$ cat src/rtl/tsc_pkg.sv
// ---------------------------------------------------------------------------
// tsc_pkg
// Shared types and constants for the trigger-surround cache serial receiver.
//   rx_state_e : receiver FSM states (IDLE, START, DATA, PARITY, STOP)
//   BYTE_W     : width of one received data byte
//   FLEN_W     : width of the frame byte counter / frame_len output
// ---------------------------------------------------------------------------
package tsc_pkg;

    localparam int BYTE_W = 8;
    localparam int FLEN_W = 6;

    typedef enum logic [2:0] {
        IDLE,
        START,
        DATA,
        PARITY,
        STOP
    } rx_state_e;

endpackage : tsc_pkg

$ cat src/rtl/tsc_serial_rx_if.sv
// ---------------------------------------------------------------------------
// tsc_serial_rx_if
// Byte readout handshake between the serial receiver and the host.
//   rx_data  : FIFO head byte           (receiver -> host)
//   rx_valid : FIFO non-empty           (receiver -> host)
//   rx_ready : host accepts rx_data     (host -> receiver)
// A byte moves when rx_valid && rx_ready on a rising clk edge.
// Modports: master = receiver side, slave = host side.
// ---------------------------------------------------------------------------
interface tsc_serial_rx_if;
    import tsc_pkg::*;

    logic [BYTE_W-1:0] rx_data;
    logic              rx_valid;
    logic              rx_ready;

    modport master (output rx_data, output rx_valid, input rx_ready);
    modport slave  (input rx_data, input rx_valid, output rx_ready);

endinterface : tsc_serial_rx_if

$ cat src/rtl/tsc_byte_fifo.sv
// ---------------------------------------------------------------------------
// tsc_byte_fifo
// Synchronous byte FIFO with synchronous active-high reset.
// Parameters:
//   FIFO_DEPTH : number of entries, power of 2, >= 2
// Ports:
//   clk, reset : clock and synchronous active-high reset
//   push, din  : write request and data (ignored while full unless popping)
//   pop        : read request (ignored while empty)
//   dout       : head entry, forced to 0 while empty
//   full/empty : occupancy flags
// A push into a full FIFO is accepted only when a pop happens in the same
// cycle; otherwise the byte is silently dropped (the caller flags overflow).
// ---------------------------------------------------------------------------
module tsc_byte_fifo
    import tsc_pkg::*;
#(
    parameter int FIFO_DEPTH = 8
) (
    input  logic              clk,
    input  logic              reset,
    input  logic              push,
    input  logic              pop,
    input  logic [BYTE_W-1:0] din,
    output logic [BYTE_W-1:0] dout,
    output logic              full,
    output logic              empty
);

    localparam int AW = $clog2(FIFO_DEPTH);

    // Pointers carry one extra wrap bit to tell full from empty.
    logic [AW:0]       wr_ptr_q, rd_ptr_q;
    logic [BYTE_W-1:0] mem_q [FIFO_DEPTH];
    logic              do_push, do_pop;

    assign empty   = (wr_ptr_q == rd_ptr_q);
    assign full    = (wr_ptr_q[AW] != rd_ptr_q[AW]) &&
                     (wr_ptr_q[AW-1:0] == rd_ptr_q[AW-1:0]);
    assign do_pop  = pop && !empty;
    assign do_push = push && (!full || do_pop);
    assign dout    = empty ? '0 : mem_q[rd_ptr_q[AW-1:0]];

    always_ff @(posedge clk) begin
        if (reset) begin
            wr_ptr_q <= '0;
            rd_ptr_q <= '0;
        end else begin
            if (do_push) wr_ptr_q <= wr_ptr_q + 1'b1;
            if (do_pop)  rd_ptr_q <= rd_ptr_q + 1'b1;
        end
    end

    // NOTE: storage is deliberately not reset; only the pointers define
    // validity, and leaving the array reset-free lets it map to plain RAM.
    always_ff @(posedge clk) begin
        if (do_push) mem_q[wr_ptr_q[AW-1:0]] <= din;
    end

endmodule : tsc_byte_fifo

$ cat src/rtl/tsc_serial_rx.sv
// ---------------------------------------------------------------------------
// tsc_serial_rx
// Downstream stage of the trigger-surround cache. Deserialises the cache's
// sd bitstream into bytes, frames each capture between a trd rising edge
// (timestamped with trigtm) and a cd rising edge, and buffers bytes in a
// FIFO read out by the host through a valid/ready handshake.
//
// Byte on the wire: start 0, 8 data bits LSB first, [even parity], stop 1;
// each bit lasts BIT_CYCLES clocks and is sampled mid-bit.
//
// Build option: define TSC_RX_PARITY_EN to expect an even-parity bit between
// the data bits and the stop bit. Undefined: 10-bit bytes, no parity logic.
//
// Parameters:
//   BIT_CYCLES : clocks per serial bit (even, >= 2)
//   FIFO_DEPTH : byte FIFO entries (power of 2)
//   FRAME_MAX  : saturation value of the per-frame byte count
// Ports:
//   clk, reset   : clock, synchronous active-high reset
//   sd           : serial data, idle high
//   trd, trigtm  : trigger detected / trigger time (valid while trd high)
//   cd           : transfer complete
//   rx           : host readout handshake (rx_data, rx_valid, rx_ready)
//   frame_done   : one-cycle pulse on cd rising edge
//   frame_len    : bytes counted in the closed frame
//   frame_trigtm : trigtm captured at the frame's trd rising edge
//   frame_err    : framing/parity error in the current or last frame
//   overflow     : sticky, a byte was dropped because the FIFO was full
// ---------------------------------------------------------------------------
module tsc_serial_rx
    import tsc_pkg::*;
#(
    parameter int BIT_CYCLES = 4,
    parameter int FIFO_DEPTH = 8,
    parameter int FRAME_MAX  = 32
) (
    input  logic              clk,
    input  logic              reset,
    input  logic              sd,
    input  logic              trd,
    input  logic              cd,
    input  logic [31:0]       trigtm,
    tsc_serial_rx_if.master   rx,
    output logic              frame_done,
    output logic [FLEN_W-1:0] frame_len,
    output logic [31:0]       frame_trigtm,
    output logic              frame_err,
    output logic              overflow
);

    localparam int                CNT_W    = $clog2(BIT_CYCLES + 1);
    localparam logic [CNT_W-1:0]  CNT_ONE  = CNT_W'(1);
    localparam logic [CNT_W-1:0]  CNT_HALF = CNT_W'(BIT_CYCLES / 2);
    localparam logic [CNT_W-1:0]  CNT_FULL = CNT_W'(BIT_CYCLES);
    localparam logic [FLEN_W-1:0] LEN_MAX  = FLEN_W'(FRAME_MAX);

    // ---------------- input registers and edge detection ----------------
    logic sd_q, sd_qq, trd_q, trd_qq, cd_q, cd_qq;
    logic sd_fall, trd_rise, cd_rise;

    // NOTE: every clocked register uses non-blocking assignment so all
    // flops update together and ordering between blocks cannot matter.
    always_ff @(posedge clk) begin
        if (reset) begin
            // sd resets to its idle level so reset release is not a start.
            sd_q   <= 1'b1;
            sd_qq  <= 1'b1;
            trd_q  <= 1'b0;
            trd_qq <= 1'b0;
            cd_q   <= 1'b0;
            cd_qq  <= 1'b0;
        end else begin
            sd_q   <= sd;
            sd_qq  <= sd_q;
            trd_q  <= trd;
            trd_qq <= trd_q;
            cd_q   <= cd;
            cd_qq  <= cd_q;
        end
    end

    assign sd_fall  = sd_qq & ~sd_q;
    assign trd_rise = trd_q & ~trd_qq;
    assign cd_rise  = cd_q & ~cd_qq;

    // ---------------- byte receiver FSM ----------------
    rx_state_e         state_q, state_d;
    logic [CNT_W-1:0]  cnt_q, cnt_d;
    logic [2:0]        bit_idx_q, bit_idx_d;
    logic [BYTE_W-1:0] shift_q, shift_d;
    logic              push_q, push_d;
    logic              byte_err;
    logic              sample_tick;
`ifdef TSC_RX_PARITY_EN
    logic              par_err_q, par_err_d;
`endif

    // cnt counts the clock position inside the current bit. The start bit
    // is sampled at its midpoint; every later bit one full bit time after.
    assign sample_tick = (state_q == START) ? (cnt_q == CNT_HALF)
                                            : (cnt_q == CNT_FULL);

    always_ff @(posedge clk) begin
        if (reset) begin
            state_q   <= IDLE;
            cnt_q     <= CNT_ONE;
            bit_idx_q <= '0;
            shift_q   <= '0;
            push_q    <= 1'b0;
`ifdef TSC_RX_PARITY_EN
            par_err_q <= 1'b0;
`endif
        end else begin
            state_q   <= state_d;
            cnt_q     <= cnt_d;
            bit_idx_q <= bit_idx_d;
            shift_q   <= shift_d;
            push_q    <= push_d;
`ifdef TSC_RX_PARITY_EN
            par_err_q <= par_err_d;
`endif
        end
    end

    always_comb begin
        // NOTE: every output of this block gets a default first, so no path
        // through the case leaves a signal unassigned and no latch appears.
        state_d   = state_q;
        cnt_d     = cnt_q + CNT_ONE;
        bit_idx_d = bit_idx_q;
        shift_d   = shift_q;
        push_d    = 1'b0;
        byte_err  = 1'b0;
`ifdef TSC_RX_PARITY_EN
        par_err_d = par_err_q;
`endif
        unique case (state_q)
            IDLE: begin
                cnt_d = CNT_ONE;
                if (sd_fall) state_d = START;
            end
            START: begin
                if (sample_tick) begin
                    cnt_d     = CNT_ONE;
                    bit_idx_d = '0;
`ifdef TSC_RX_PARITY_EN
                    par_err_d = 1'b0;
`endif
                    // A high mid-bit sample means the low was a glitch.
                    state_d   = sd_q ? IDLE : DATA;
                end
            end
            DATA: begin
                if (sample_tick) begin
                    cnt_d     = CNT_ONE;
                    shift_d   = {sd_q, shift_q[BYTE_W-1:1]};
                    bit_idx_d = bit_idx_q + 3'd1;
                    if (bit_idx_q == 3'd7) begin
`ifdef TSC_RX_PARITY_EN
                        state_d = PARITY;
`else
                        state_d = STOP;
`endif
                    end
                end
            end
`ifdef TSC_RX_PARITY_EN
            PARITY: begin
                if (sample_tick) begin
                    cnt_d     = CNT_ONE;
                    // Even parity: the parity bit equals the XOR of the data.
                    par_err_d = (^shift_q) != sd_q;
                    state_d   = STOP;
                end
            end
`endif
            STOP: begin
                if (sample_tick) begin
                    cnt_d   = CNT_ONE;
                    state_d = IDLE;
`ifdef TSC_RX_PARITY_EN
                    if (sd_q && !par_err_q) push_d   = 1'b1;
                    else                    byte_err = 1'b1;
`else
                    if (sd_q) push_d   = 1'b1;
                    else      byte_err = 1'b1;
`endif
                end
            end
            default: begin
                state_d = IDLE;
            end
        endcase
    end

    // ---------------- byte FIFO ----------------
    logic fifo_full, fifo_empty, fifo_pop;

    assign fifo_pop    = rx.rx_valid && rx.rx_ready;
    assign rx.rx_valid = !fifo_empty;

    // shift_q is stable while push_q is high: the FSM sits in IDLE then.
    tsc_byte_fifo #(
        .FIFO_DEPTH (FIFO_DEPTH)
    ) u_fifo (
        .clk   (clk),
        .reset (reset),
        .push  (push_q),
        .pop   (fifo_pop),
        .din   (shift_q),
        .dout  (rx.rx_data),
        .full  (fifo_full),
        .empty (fifo_empty)
    );

    // ---------------- frame bookkeeping ----------------
    logic [FLEN_W-1:0] count_q, count_inc;
    logic              frame_done_q, frame_err_q, overflow_q;
    logic [FLEN_W-1:0] frame_len_q;
    logic [31:0]       frame_trigtm_q;

    // Every completed byte counts, including ones the full FIFO drops.
    assign count_inc = (push_q && (count_q < LEN_MAX)) ? count_q + 1'b1 : count_q;

    always_ff @(posedge clk) begin
        if (reset) begin
            count_q        <= '0;
            frame_done_q   <= 1'b0;
            frame_len_q    <= '0;
            frame_trigtm_q <= '0;
            frame_err_q    <= 1'b0;
            overflow_q     <= 1'b0;
        end else begin
            frame_done_q <= cd_rise;
            // Closing uses count_inc so a byte pushed this cycle is included;
            // opening in the same cycle then restarts the count.
            if (cd_rise) frame_len_q <= count_inc;
            if (trd_rise) begin
                count_q        <= '0;
                frame_trigtm_q <= trigtm;
                frame_err_q    <= 1'b0;
            end else begin
                count_q <= count_inc;
            end
            // An error on the same cycle as a new frame belongs to that frame.
            if (byte_err) frame_err_q <= 1'b1;
            if (push_q && fifo_full && !fifo_pop) overflow_q <= 1'b1;
        end
    end

    assign frame_done   = frame_done_q;
    assign frame_len    = frame_len_q;
    assign frame_trigtm = frame_trigtm_q;
    assign frame_err    = frame_err_q;
    assign overflow     = overflow_q;

endmodule : tsc_serial_rx

$ cat src/flat_wrapper.sv
// flat-port wrapper written by rule: the top's interface ports become plain ports
module tsc_serial_rx_flat import tsc_pkg::*;
#(
    parameter int BIT_CYCLES = 4,
    parameter int FIFO_DEPTH = 8,
    parameter int FRAME_MAX  = 32
)
  (clk, reset, sd, trd, cd, trigtm, frame_done, frame_len, frame_trigtm, frame_err, overflow, rx_rx_data, rx_rx_valid, rx_rx_ready);
  tsc_serial_rx_if rx_i ();
  input  logic clk;
  input  logic reset;
  input  logic sd;
  input  logic trd;
  input  logic cd;
  input  logic [31:0] trigtm;
  output logic frame_done;
  output logic [FLEN_W-1:0] frame_len;
  output logic [31:0] frame_trigtm;
  output logic frame_err;
  output logic overflow;
  output wire logic [$bits(rx_i.rx_data)-1:0] rx_rx_data;
  output wire logic [$bits(rx_i.rx_valid)-1:0] rx_rx_valid;
  input wire logic [$bits(rx_i.rx_ready)-1:0] rx_rx_ready;
  assign rx_rx_data = rx_i.rx_data;
  assign rx_rx_valid = rx_i.rx_valid;
  assign rx_i.rx_ready = rx_rx_ready;
  tsc_serial_rx #(.BIT_CYCLES(BIT_CYCLES), .FIFO_DEPTH(FIFO_DEPTH), .FRAME_MAX(FRAME_MAX)) u_core (.clk(clk), .reset(reset), .sd(sd), .trd(trd), .cd(cd), .trigtm(trigtm), .rx(rx_i), .frame_done(frame_done), .frame_len(frame_len), .frame_trigtm(frame_trigtm), .frame_err(frame_err), .overflow(overflow));
endmodule
$ cat config.mk
export PLATFORM = sky130hd
export DESIGN_NAME = tsc_serial_rx_flat
export DESIGN_NICKNAME = d
export VERILOG_FILES = /design/src/rtl/tsc_pkg.sv /design/src/rtl/tsc_serial_rx_if.sv /design/src/rtl/tsc_byte_fifo.sv /design/src/rtl/tsc_serial_rx.sv /design/src/flat_wrapper.sv
export SDC_FILE = /design/constraint.sdc
export NUM_CORES = 1
export LEC_CHECK = 0
export ABC_AREA = 0
export BUFFER_PORTS_ARGS = -buffer_cell sky130_fd_sc_hd__buf_2
export CORE_UTILIZATION = 55
export CTS_CLUSTER_DIAMETER = 30
export DETAILED_ROUTE_END_ITERATION = 10
export PLACE_DENSITY = 0.84
export SLEW_MARGIN = 30
export SYNTH_ARGS = -nofsm -noshare
export SYNTH_HDL_FRONTEND = slang
export SYNTH_SLANG_ARGS = --single-unit
$ cat constraint.sdc
create_clock -name clk -period 2.85 [get_ports clk]
set_input_delay 0.57 -clock clk [delete_from_list [all_inputs] [get_ports clk]]
set_output_delay 0.57 -clock clk [all_outputs]
set_load 0.1 [all_outputs]
==> results of run 1 <==
[sequential cells by signal (all words and copies together), names as in the netlist, named ones only]
register / flops
u_core.frame_len: 6
u_core.trd_q: 1
u_core.sd_qq: 1
u_core.u_fifo.wr_ptr_q: 4
u_core.u_fifo.mem_q: 64
u_core.push_q: 1
u_core.frame_done: 1
u_core.trd_qq: 1
u_core.shift_q: 8
u_core.count_q: 6
u_core.cnt_q: 3
u_core.sd_q: 1
u_core.cd_qq: 1
u_core.bit_idx_q: 3
u_core.u_fifo.rd_ptr_q: 4
u_core.frame_err: 1
u_core.state_q: 3
u_core.frame_trigtm: 32
u_core.cd_q: 1
u_core.overflow: 1
[cell usage after synthesis (all sizes together)]
cell type	number	area [um^2]
a2111o	2	22.5
a211oi	5	37.5
a21oi	38	190
a22o	1	8.76
a22oi	2	15.0
a2bb2oi	1	8.76
a311oi	1	8.76
a31oi	4	25.0
and2	2	12.5
and4	2	17.5
buf	14	83.8
clkbuf	17	63.8
clkinv	1	3.75
dfxtp	82	1640
edfxtp	64	1920
ha	6	75.1
inv	6	22.5
mux2i	20	200
mux4	16	360
nand2	75	282
nand2b	4	25.0
nand3	5	25.0
nand4	5	31.3
nor2	43	176
nor2b	9	56.3
nor3	12	65.1
nor3b	4	30.0
nor4	3	18.8
nor4bb	2	20.0
o211a	1	10.0
o211ai	1	7.51
o21ai	7	38.8
o22a	1	8.76
o311ai	2	17.5
o32ai	1	8.76
o41ai	1	16.3
or2	2	12.5
or3	5	31.3
or3b	1	8.76
xnor2	3	26.3
xor2	8	77.6
[worst max-delay path, delay by kind of cell (launching register included)]
family / cells / cell delay (ns)
buf+inv: 1 / 0.28
simple gates: 3 / 0.80
xor+xnor: 1 / 0.22
flops: 1 / 0.37
[worst paths after layout]
| check | endpoint | cells after the start | from |
|---|---|---|---|
| setup / recovery | rx_rx_data[1] | 5 | u_core.u_fifo.rd_ptr_q[0] |
| hold / removal | u_core.sd_q | 2 | sd |
| setup reg to reg | u_core.u_fifo.mem_q[7][6] | 5 | u_core.u_fifo.wr_ptr_q[3] |
| hold reg to reg | u_core.frame_done | 1 | u_core.cd_qq |
[stage by stage]
| step | setup TNS [ns] | std cells | hold slack [ns] |
|---|---|---|---|
| 2_1_floorplan | -0.229 | 479 | 0.392 |
| 6_report | 0 | 716 | 0.253 |
| 3_3_place_gp | 0 | 683 | 0.401 |
| 4_1_cts | 0 | 715 | 0.229 |
| 3_5_place_dp | 0 | 683 | 0.414 |
| 5_1_grt | 0 | 716 | 0.223 |
[cells in the final DEF (no fill, tap or decap), types with 5 or more instances in the layout]
master       n
buf_2       81
dfxtp_1     79
nand2_1     75
edfxtp_1    64
nor2_1      41
a21oi_1     38
mux2i_1     20
mux4_2      16
clkbuf_16   16
buf_4       14
nor3_1      11
nor2b_1      8
xor2_1       6
inv_1        6
o21ai_0      6
ha_1         6
clkbuf_4     6
nand3_1      5
nand4_1      5
a211oi_1     5
clkinvlp_4   5
[cell type report]
class / count / area [um^2] / area share
Sequential cell: 146 / 3570 / 0.518
Multi-Input combinational cell: 296 / 2000 / 0.290
Clock buffer: 20 / 425 / 0.0618
Timing Repair Buffer: 102 / 571 / 0.0828
Clock inverter: 12 / 134 / 0.0194
Inverter: 7 / 26.3 / 0.00382
Tap cell: 133 / 166 / 0.0242
[repair_timing]
| action | in CTS | in global routing |
|---|---|---|
| hold buffers | 0 | 0 |
| cloned | 0 | 1 |
| setup endpoints to repair | 9 | 9 |
| resized for setup | 3 | 10 |
[logic make-up (layout without fill, tap and decap cells)]
logic type,count (synthesis),in the layout,share of synthesized area
compound gates,68,68,0.0742
buf+inv,38,141,0.0304
fa+ha+maj,6,6,0.0131
mux,36,36,0.0981
xor+xnor,11,11,0.0182
simple gates,174,175,0.142
flops,146,146,0.624
[per-layer routing]
layer  GRT usage  wire length [um]  vias to the layer above
met5           0                 0                        -
met2       0.386              6070                      100
met4      0.0684                16                        0
met1       0.265              4750                     1862
li1            -                 -                     1896
met3      0.0602               521                        2
[power by group through the flow]
stage / Sequential [mW] / Clock (mW) / Combinational [mW]
2_1_floorplan: 2.47 / 0 / 0.108
3_3_place_gp: 2.28 / 0 / 0.356
3_5_place_dp: 2.29 / 0 / 0.363
4_1_cts: 2.24 / 2.10 / 0.364
5_1_grt: 2.25 / 2.21 / 0.385
6_report: 2.24 / 2.07 / 0.363
==> qor.csv, run 1 <==
stage,metric,value,unit
clock_network,Post-CTS Setup Bufs,0,
route,DRT Pass-1 Iters,4,
route,drt drc,0,
floorplanning,row cnt,36,
route,Vias/cell,5.39,
clock_network,CTS Sinks,146,
timing,clk_skew,0.00740,ns
power,Pwr Total,4.67,mW
floorplanning,core area,9910,um^2
power,switching pwr,1.14,mW
hold_path,class of the worst hold path,input pin to register,
worst_setup_path,CP required,2.28,ns
power,register share of total power,0.480,
layout,post-layout instance area,6890,um^2
floorplanning,total die area,10800,um^2
layout,layout cells sized above 1,0.278,
power,Clock power frac,0.443,
placement,setup slack at placement,0.350,ns
placement,Area after DPL,6280,um^2
timing,period utilization,0.959,
global_routing,initial antenna violation count,0,
clock_network,clk_lat worst skew,0.50,ns
power,worst IR drop on VDD,394,uV
timing,Final setup viols,0,
worst_setup_path,Worst Path Max Fanout,7,
timing,Slew Limit Headroom,0.539,
logic_synthesis,"Distinct cells, synth",49,
global_routing,first-pass GRT wire length,18700,um
worst_setup_path,WS Path Type,register to output port,
timing,Worst Tran Pin Value,0.691,ns
timing,setup ws final,0.116,ns
placement,GPL Wtd Cong,0.850,
worst_setup_path,CP max-delay cell,or3_4,
clock_network,root buf cell,clkbuf_8,
global_routing,global route total overflow,0,
logic_synthesis,Mapped Area,5710,um^2
power,Sw Share,0.243,
global_routing,GRT Total Usage,0.221,
floorplanning,Die H,104,um
floorplanning,I/O Pins,88,
status,status,"finished, final reports clean",
timing,unrepaired setup endpoints after global routing,false,
floorplanning,starting density of the core,0.577,
timing,post-route minimum period,2.73,ns
worst_setup_path,reg2reg setup slack,0.92,ns
logic_synthesis,register area share after synthesis,0.624,
layout,Ant. Diodes,0,
global_routing,largest net degree at the start of global routing,33,
clock_network,CTS Buffer Depth,2,
layout,"Core Util, Final",0.695,
power,Pint,3.54,mW
floorplanning,die width,104,um
layout,synth-to-layout area growth,20.5,%
layout,Fillers,722,
clock_network,CTS H-Tree Depth,4,
route,drt wl/cell,15.9,um
route,drt initial violations,272,
layout,fin nets,614,
global_routing,vias in the first global route,3877,
timing,max-slew violations,0,
worst_setup_path,CP Launch Type,register,
power,Comb power frac,0.078,
route,via count,3860,
logic_synthesis,Avg Inst Size Synth,11.9,um^2
logic_synthesis,register bit total from synthesis,146,
logic_synthesis,syn_nets,523,
job,Max-Cap Viols,0,
power,LEAKAGE,2.61,nW
route,post-route ant nets,0,
clock_network,TritonCTS clock tree,yes,
worst_setup_path,CP Cell Sequence,xor2_2 -> or3_4 -> nor2_2 -> nor2_1 -> clkbuf_4,
clock_network,"Clk pin slew, worst setup/hold paths",0.06,ns
placement,I/O Buffers,87,
route,Routed WL,11400,um
worst_setup_path,Crit path largest cell delay,0.50,ns
clock_network,CTS buffer count,17,
timing,Achievable Freq,366,MHz
timing,final hold vios,0,
worst_setup_path,data arrival time of the worst path,2.16,ns
worst_setup_path,critical path endpoint category,output port,
logic_synthesis,Synth Instances,479,
placement,Final HPWL DP,7590,um
power,pwr/cell area,679,nW/um^2
logic_synthesis,Synth warnings,0,
Power figures use the tool's default switching activity.
==> run 2, diff against run 1 <==
--- a/config.mk
+++ b/config.mk
@@ -11,6 +11,7 @@
 export CTS_CLUSTER_DIAMETER = 30
 export DETAILED_ROUTE_END_ITERATION = 10
 export PLACE_DENSITY = 0.84
+export RECOVER_POWER = 50
 export SLEW_MARGIN = 30
 export SYNTH_ARGS = -nofsm -noshare
 export SYNTH_HDL_FRONTEND = slang
==> qor.csv, run 2 (synthesis results as in run 1) <==
stage,metric,value,unit,change
route,Routed WL,11300,um,was 11400 um
route,drt wl/cell,15.8,um,was 15.9 um
route,Vias/cell,5.40,,was 5.39
timing,Final setup viols,0,,unchanged
clock_network,CTS buffer count,17,,unchanged
worst_setup_path,CP required,2.28,ns,about the same
clock_network,"Clk pin slew, worst setup/hold paths",0.06,ns,about the same
layout,"leading cell type in the layout, fill and taps excluded",buf_2,,unchanged
timing,Final TNS setup,0,ns,unchanged
global_routing,GRT Total Usage,0.221,,unchanged
worst_setup_path,data arrival time of the worst path,2.16,ns,about the same
placement,Final HPWL DP,7590,um,unchanged
power,Comb power frac,0.077,,was 0.078
placement,I/O Buffers,87,,unchanged
hold_path,class of the worst hold path,input pin to register,,unchanged
worst_setup_path,"CP delay by family, top",simple AND/OR/NAND/NOR gates,,unchanged
timing,Achievable Freq,366,MHz,about the same
power,Clock power frac,0.443,,about the same
global_routing,largest net degree at the start of global routing,33,,unchanged
worst_setup_path,CP Cell Sequence,xor2_2 -> or3_4 -> nor2_2 -> nor2_1 -> clkbuf_4,,unchanged
layout,post-layout instance area,6880,um^2,was 6890 um^2
timing,unrepaired setup endpoints after global routing,false,,unchanged
clock_network,CTS Sinks,146,,unchanged
route,post-route ant nets,0,,unchanged
layout,Largest register FFs,64,,unchanged
global_routing,first-pass GRT wire length,18700,um,unchanged
clock_network,Hold Buf Count CTS,0,,unchanged
global_routing,initial antenna violation count,0,,unchanged
worst_setup_path,WS Path Type,register to output port,,unchanged
timing,max-slew violations,0,,unchanged
power,register share of total power,0.480,,about the same
timing,period utilization,0.959,,about the same
global_routing,global route total overflow,0,,unchanged
layout,layout cells sized above 1,0.273,,was 0.278
worst_setup_path,CP max-delay cell,or3_4,,unchanged
floorplanning,core area,9910,um^2,unchanged
status,status,"finished, final reports clean",,unchanged
timing,clk_skew,0.00727,ns,was 0.00740 ns
route,drt initial violations,262,,was 272
clock_network,CTS H-Tree Depth,4,,unchanged
worst_setup_path,critical path endpoint category,output port,,unchanged
clock_network,clk_lat worst skew,0.51,ns,was 0.50 ns
global_routing,vias in the first global route,3877,,unchanged
clock_network,CTS Buffer Depth,2,,unchanged
placement,Area after DPL,6280,um^2,unchanged
job,Max-Cap Viols,0,,unchanged
floorplanning,total die area,10800,um^2,unchanged
power,Sw Share,0.244,,was 0.243
floorplanning,Die H,104,um,unchanged
placement,setup slack at placement,0.350,ns,unchanged
route,DRT Pass-1 Iters,4,,unchanged
layout,synth-to-layout area growth,20.4,%,was 20.5%
floorplanning,starting density of the core,0.577,,unchanged
clock_network,TritonCTS clock tree,yes,,unchanged
route,drt drc,0,,unchanged
route,via count,3865,,was 3860
floorplanning,row cnt,36,,unchanged
worst_setup_path,CP Launch Type,register,,unchanged
worst_setup_path,Worst Path Max Fanout,7,,unchanged
worst_setup_path,worst path buffer plus inverter count,1,,unchanged
layout,fin cells,716,,unchanged
floorplanning,die width,104,um,unchanged
clock_network,root buf cell,clkbuf_8,,unchanged
power,Pint,3.54,mW,about the same
layout,fin nets,614,,unchanged
power,Pwr Total,4.68,mW,was 4.67 mW
timing,setup ws final,0.118,ns,was 0.116 ns
worst_setup_path,Crit path largest cell delay,0.50,ns,about the same
placement,GPL Wtd Cong,0.850,,unchanged
floorplanning,I/O Pins,88,,unchanged
placement,Placed Cells,683,,unchanged
layout,Ant. Diodes,0,,unchanged
power,switching pwr,1.14,mW,about the same
timing,post-route minimum period,2.73,ns,about the same
timing,Slew Limit Headroom,0.278,,was 0.539
timing,Worst Tran Pin Value,1.08,ns,was 0.691 ns
power,worst IR drop on VDD,396,uV,was 394 uV
power,LEAKAGE,2.60,nW,was 2.61 nW
power,pwr/cell area,680,nW/um^2,was 679 nW/um^2
layout,"commonest cells after routing, fill and taps aside","80 x buf_2, 79 x dfxtp_1, 75 x nand2_1",,"was 81 x buf_2, 79 x dfxtp_1, 75 x nand2_1"
timing,final hold vios,0,,unchanged
## run 2: changes by cell type in the layout (fill, tap and decap cells not counted)
cell and change:
buf_2 -1, and2_1 -2, buf_4 -2, and2_0 +2, clkbuf_1 +3
## run 2: layer usage
layer | vias to the layer above | track usage | routed length (um)
li1 | 1902 | - | -
met2 | 101 | 0.386 | 6050
met4 | 0 | 0.0684 | 27
met3 | 4 | 0.0602 | 524
met1 | 1858 | 0.265 | 4730
met5 | - | 0 | 0
## run 2: power groups by stage
stage	Sequential, mW	Clock, mW	Combinational (mW)
global route	2.25	2.21	0.384
floorplan	2.47	0	0.108
CTS	2.24	2.10	0.364
detailed placement	2.29	0	0.363
finish	2.24	2.07	0.361
global placement	2.28	0	0.356
## run 2: metrics by stage
stage / hold slack [ns] / utilization
4_1_cts: 0.229 / 0.691
5_1_grt: 0.223 / 0.694
6_report: 0.252 / 0.694
2_1_floorplan: 0.392 / -
3_5_place_dp: 0.414 / 0.634
3_3_place_gp: 0.401 / 0.634
## run 2: repair_timing
| action | CTS | global route |
|---|---|---|
| cloned | 0 | 1 |
| pin swaps | 0 | 0 |
| setup buffers | 0 | 0 |
| setup endpoints to repair | 9 | 9 |
| gates resized for setup | 3 | 10 |
## run 2: final timing paths
path                             startpoint  depth (start not counted)  slack (ns)                        end
setup / recovery  u_core.u_fifo.rd_ptr_q[0]                          5        0.12              rx_rx_data[1]
hold / removal                           sd                          2        0.25                u_core.sd_q
setup reg to reg  u_core.u_fifo.wr_ptr_q[3]                          5        0.93  u_core.u_fifo.mem_q[5][6]
hold reg to reg                u_core.cd_qq                          1        0.42          u_core.frame_done
## run 2: layout make-up
cell class | count | area (um^2)
multi-input combinational | 296 | 2000
inverter | 7 | 26.3
sequential | 146 | 3570
fill | 727 | 3030
timing repair buffer | 102 | 562
tap | 133 | 166
clock inverter | 12 | 134
clock buffer | 20 | 425
==> run 3, diff against run 2 <==
--- a/config.mk
+++ b/config.mk
@@ -15,4 +15,5 @@
 export SLEW_MARGIN = 30
 export SYNTH_ARGS = -nofsm -noshare
 export SYNTH_HDL_FRONTEND = slang
+export SYNTH_HIERARCHICAL = 1
 export SYNTH_SLANG_ARGS = --single-unit
==> qor.csv, run 3 <==
stage,metric,value,unit,change
status,violated checks,"capacitance limit, slew limit",,
placement,setup slack at placement,0.423,ns,was 0.350 ns
logic_synthesis,Avg Inst Size Synth,11.8,um^2,was 11.9 um^2
worst_setup_path,Crit path largest cell delay,0.56,ns,was 0.50 ns
floorplanning,total die area,10900,um^2,was 10800 um^2
floorplanning,core area,10200,um^2,was 9910 um^2
timing,period utilization,0.960,,was 0.959
clock_network,CTS buffer count,17,,unchanged
layout,"commonest cells after routing, fill and taps aside","82 x dfxtp_1, 78 x buf_2, 73 x nand2_1",,"was 80 x buf_2, 79 x dfxtp_1, 75 x nand2_1"
floorplanning,die width,104,um,about the same
logic_synthesis,ys flop type,dfxtp_1,,unchanged
logic_synthesis,"top cells by count, synth","82 x dfxtp_1, 73 x nand2_1, 64 x edfxtp_1",,"was 82 x dfxtp_1, 75 x nand2_1, 64 x edfxtp_1"
worst_setup_path,WS Path Type,register to output port,,unchanged
worst_setup_path,Worst Path Max Fanout,10,,was 7
power,worst IR drop on VDD,442,uV,was 396 uV
floorplanning,starting density of the core,0.565,,was 0.577
worst_setup_path,CP max-delay cell,dfxtp_1,,was or3_4
layout,Ant. Diodes,0,,unchanged
worst_setup_path,CP Cell Sequence,xor2_1 -> nor4_2 -> buf_4 -> inv_1 -> buf_2,,was xor2_2 -> or3_4 -> nor2_2 -> nor2_1 -> clkbuf_4
logic_synthesis,area share of the largest cell type after synthesis,0.333,,was 0.336
timing,Final setup viols,0,,unchanged
job,Max-Cap Viols,1,,was 0
layout,synth-to-layout area growth,20.0,%,was 20.4%
power,Pwr Total,4.57,mW,was 4.68 mW
timing,clk_skew,0.0100,ns,was 0.00727 ns
logic_synthesis,register area share after synthesis,0.617,,was 0.624
route,DRT Pass-1 Iters,6,,was 4
placement,GPL Wtd Cong,0.806,,was 0.850
timing,final hold vios,0,,unchanged
timing,max-slew violations,40,,was 0
route,drt initial violations,222,,was 262
logic_synthesis,"EDFF count, synth",64,,unchanged
hold_path,class of the worst hold path,input pin to register,,unchanged
clock_network,clk_lat worst skew,0.51,ns,about the same
timing,Final TNS setup,0,ns,unchanged
layout,Largest register FFs,64,,unchanged
route,via count,3976,,was 3865
logic_synthesis,Mapped Area,5780,um^2,was 5710 um^2
global_routing,initial antenna violation count,0,,unchanged
layout,Fillers,761,,was 727
clock_network,TritonCTS clock tree,yes,,unchanged
clock_network,CTS Sinks,146,,unchanged
layout,fin nets,623,,was 614
route,Vias/cell,5.46,,was 5.40
route,drt drc,0,,unchanged
logic_synthesis,most common cell in the netlist,dfxtp_1,,unchanged
logic_synthesis,syn_nets,533,,was 523
clock_network,CTS Buffer Depth,2,,unchanged
timing,Worst Tran Pin Value,1.63,ns,was 1.08 ns
worst_setup_path,CP Launch Type,register,,unchanged
timing,Slew Limit Headroom,-0.0883,,was 0.278
logic_synthesis,Synth warnings,6,,was 0
timing,post-route minimum period,2.74,ns,was 2.73 ns
timing,unrepaired setup endpoints after global routing,false,,unchanged
worst_setup_path,data arrival time of the worst path,2.17,ns,was 2.16 ns
clock_network,Post-CTS Setup Bufs,0,,unchanged
floorplanning,row cnt,37,,was 36
logic_synthesis,Yosys top cell by area,edfxtp_1,,unchanged
route,drt wl/cell,15.7,um,was 15.8 um
clock_network,root buf cell,clkbuf_8,,unchanged
global_routing,global route total overflow,0,,unchanged
layout,fin cells,728,,was 716
floorplanning,I/O Pins,88,,unchanged
logic_synthesis,top post-synthesis cells by area,"edfxtp_1 33%, dfxtp_1 28%, mux4_2 6.2%",,"was edfxtp_1 34%, dfxtp_1 29%, mux4_2 6.3%"
logic_synthesis,register bit total from synthesis,146,,unchanged
logic_synthesis,Synth Instances,489,,was 479
placement,Final HPWL DP,7680,um,was 7590 um
logic_synthesis,"Distinct cells, synth",51,,was 49
clock_network,CTS H-Tree Depth,4,,unchanged
status,status,finished with violations,,"was finished, final reports clean"
global_routing,vias in the first global route,3945,,was 3877
worst_setup_path,CP required,2.28,ns,about the same
timing,hold slack,0.244,ns,was 0.252 ns
route,post-route ant nets,0,,unchanged
clock_network,Hold Buf Count CTS,0,,unchanged
worst_setup_path,critical path endpoint category,output port,,unchanged
logic_synthesis,Async SR Flop Fraction,0,,unchanged
global_routing,GRT Total Usage,0.227,,was 0.221
timing,Achievable Freq,365,MHz,was 366 MHz
clock_network,"Clk pin slew, worst setup/hold paths",0.06,ns,about the same
placement,I/O Buffers,87,,unchanged
power,LEAKAGE,2.59,nW,was 2.60 nW
route,Routed WL,11500,um,was 11300 um
layout,layout cells sized above 1,0.289,,was 0.273
placement,Placed Cells,696,,was 683
power,pwr/cell area,659,nW/um^2,was 680 nW/um^2
layout,"leading cell type in the layout, fill and taps excluded",dfxtp_1,,was buf_2
global_routing,largest net degree at the start of global routing,40,,was 33
timing,setup ws final,0.114,ns,was 0.118 ns
global_routing,first-pass GRT wire length,19300,um,was 18700 um
floorplanning,Die H,104,um,about the same
run 3: routing by layer:
| layer | routed length (um) | track usage | up-vias |
|---|---|---|---|
| met3 | 485 | 0.0539 | 13 |
| li1 | - | - | 1932 |
| met1 | 5080 | 0.296 | 1926 |
| met2 | 5760 | 0.375 | 105 |
| met5 | 0 | 0 | - |
| met4 | 142 | 0.0745 | 0 |
run 3: worst paths after layout:
path	start	end	slack, ns	cells after the start
worst min register to register	u_core/cd_qq	u_core/frame_done	0.42	1
worst min-delay path	sd	u_core/sd_q	0.24	2
worst max-delay path	u_core/u_fifo/wr_ptr_q[1]	rx_rx_valid	0.11	5
worst max register to register	u_core/u_fifo/wr_ptr_q[1]	u_core/u_fifo/mem_q[0][4]	0.35	8
run 3: cell type report:
type	count	area, um^2	area share
Clock buffer	20	435	0.0628
Inverter	12	45.0	0.00650
Clock inverter	12	106	0.0153
Sequential cell	146	3560	0.514
Multi-Input combinational cell	299	2030	0.294
Timing Repair Buffer	103	576	0.0830
Tap cell	136	170	0.0246
run 3: repair_timing:
item	4_1_cts	5_1_grt
endpoints found under the setup margin	1	8
gates resized for setup	1	8
endpoints found under the hold margin	0	0
run 3: worst max-delay path: cells and delay by family, from the launching register on:
kind / cells / cell delay [ns]
DFF: 1 / 0.56
and+or+nand+nor: 1 / 0.09
buffers and inverters: 3 / 0.66
xor gates and xnor gates: 1 / 0.34
run 3: power breakdown:
part	leakage (nW)	total, mW	switching (mW)	internal [mW]
sequential	1.26	2.22	0.0205	2.20
combinational	1.07	0.333	0.269	0.0638
clock	0.267	2.01	0.831	1.18
run 3: through the flow:
stage,instance area (um^2),util
global placement,6370,0.622
floorplan,5800,-
detailed placement,6370,0.622
CTS,6910,0.676
finish,6930,0.677
global route,6930,0.677
run 3: kinds of logic (layout without fill, tap and decap cells):
logic type / after synthesis / after routing / synth area share
AND/OR/NAND/NOR: 165 / 165 / 0.139
buffers and inverters: 44 / 147 / 0.0347
XOR/XNOR: 11 / 11 / 0.0193
AO/OA/AOI/OAI: 88 / 88 / 0.0919
flip-flops: 146 / 146 / 0.617
adder cells (fa/ha/maj): 6 / 6 / 0.0130
multiplexers: 29 / 29 / 0.0854
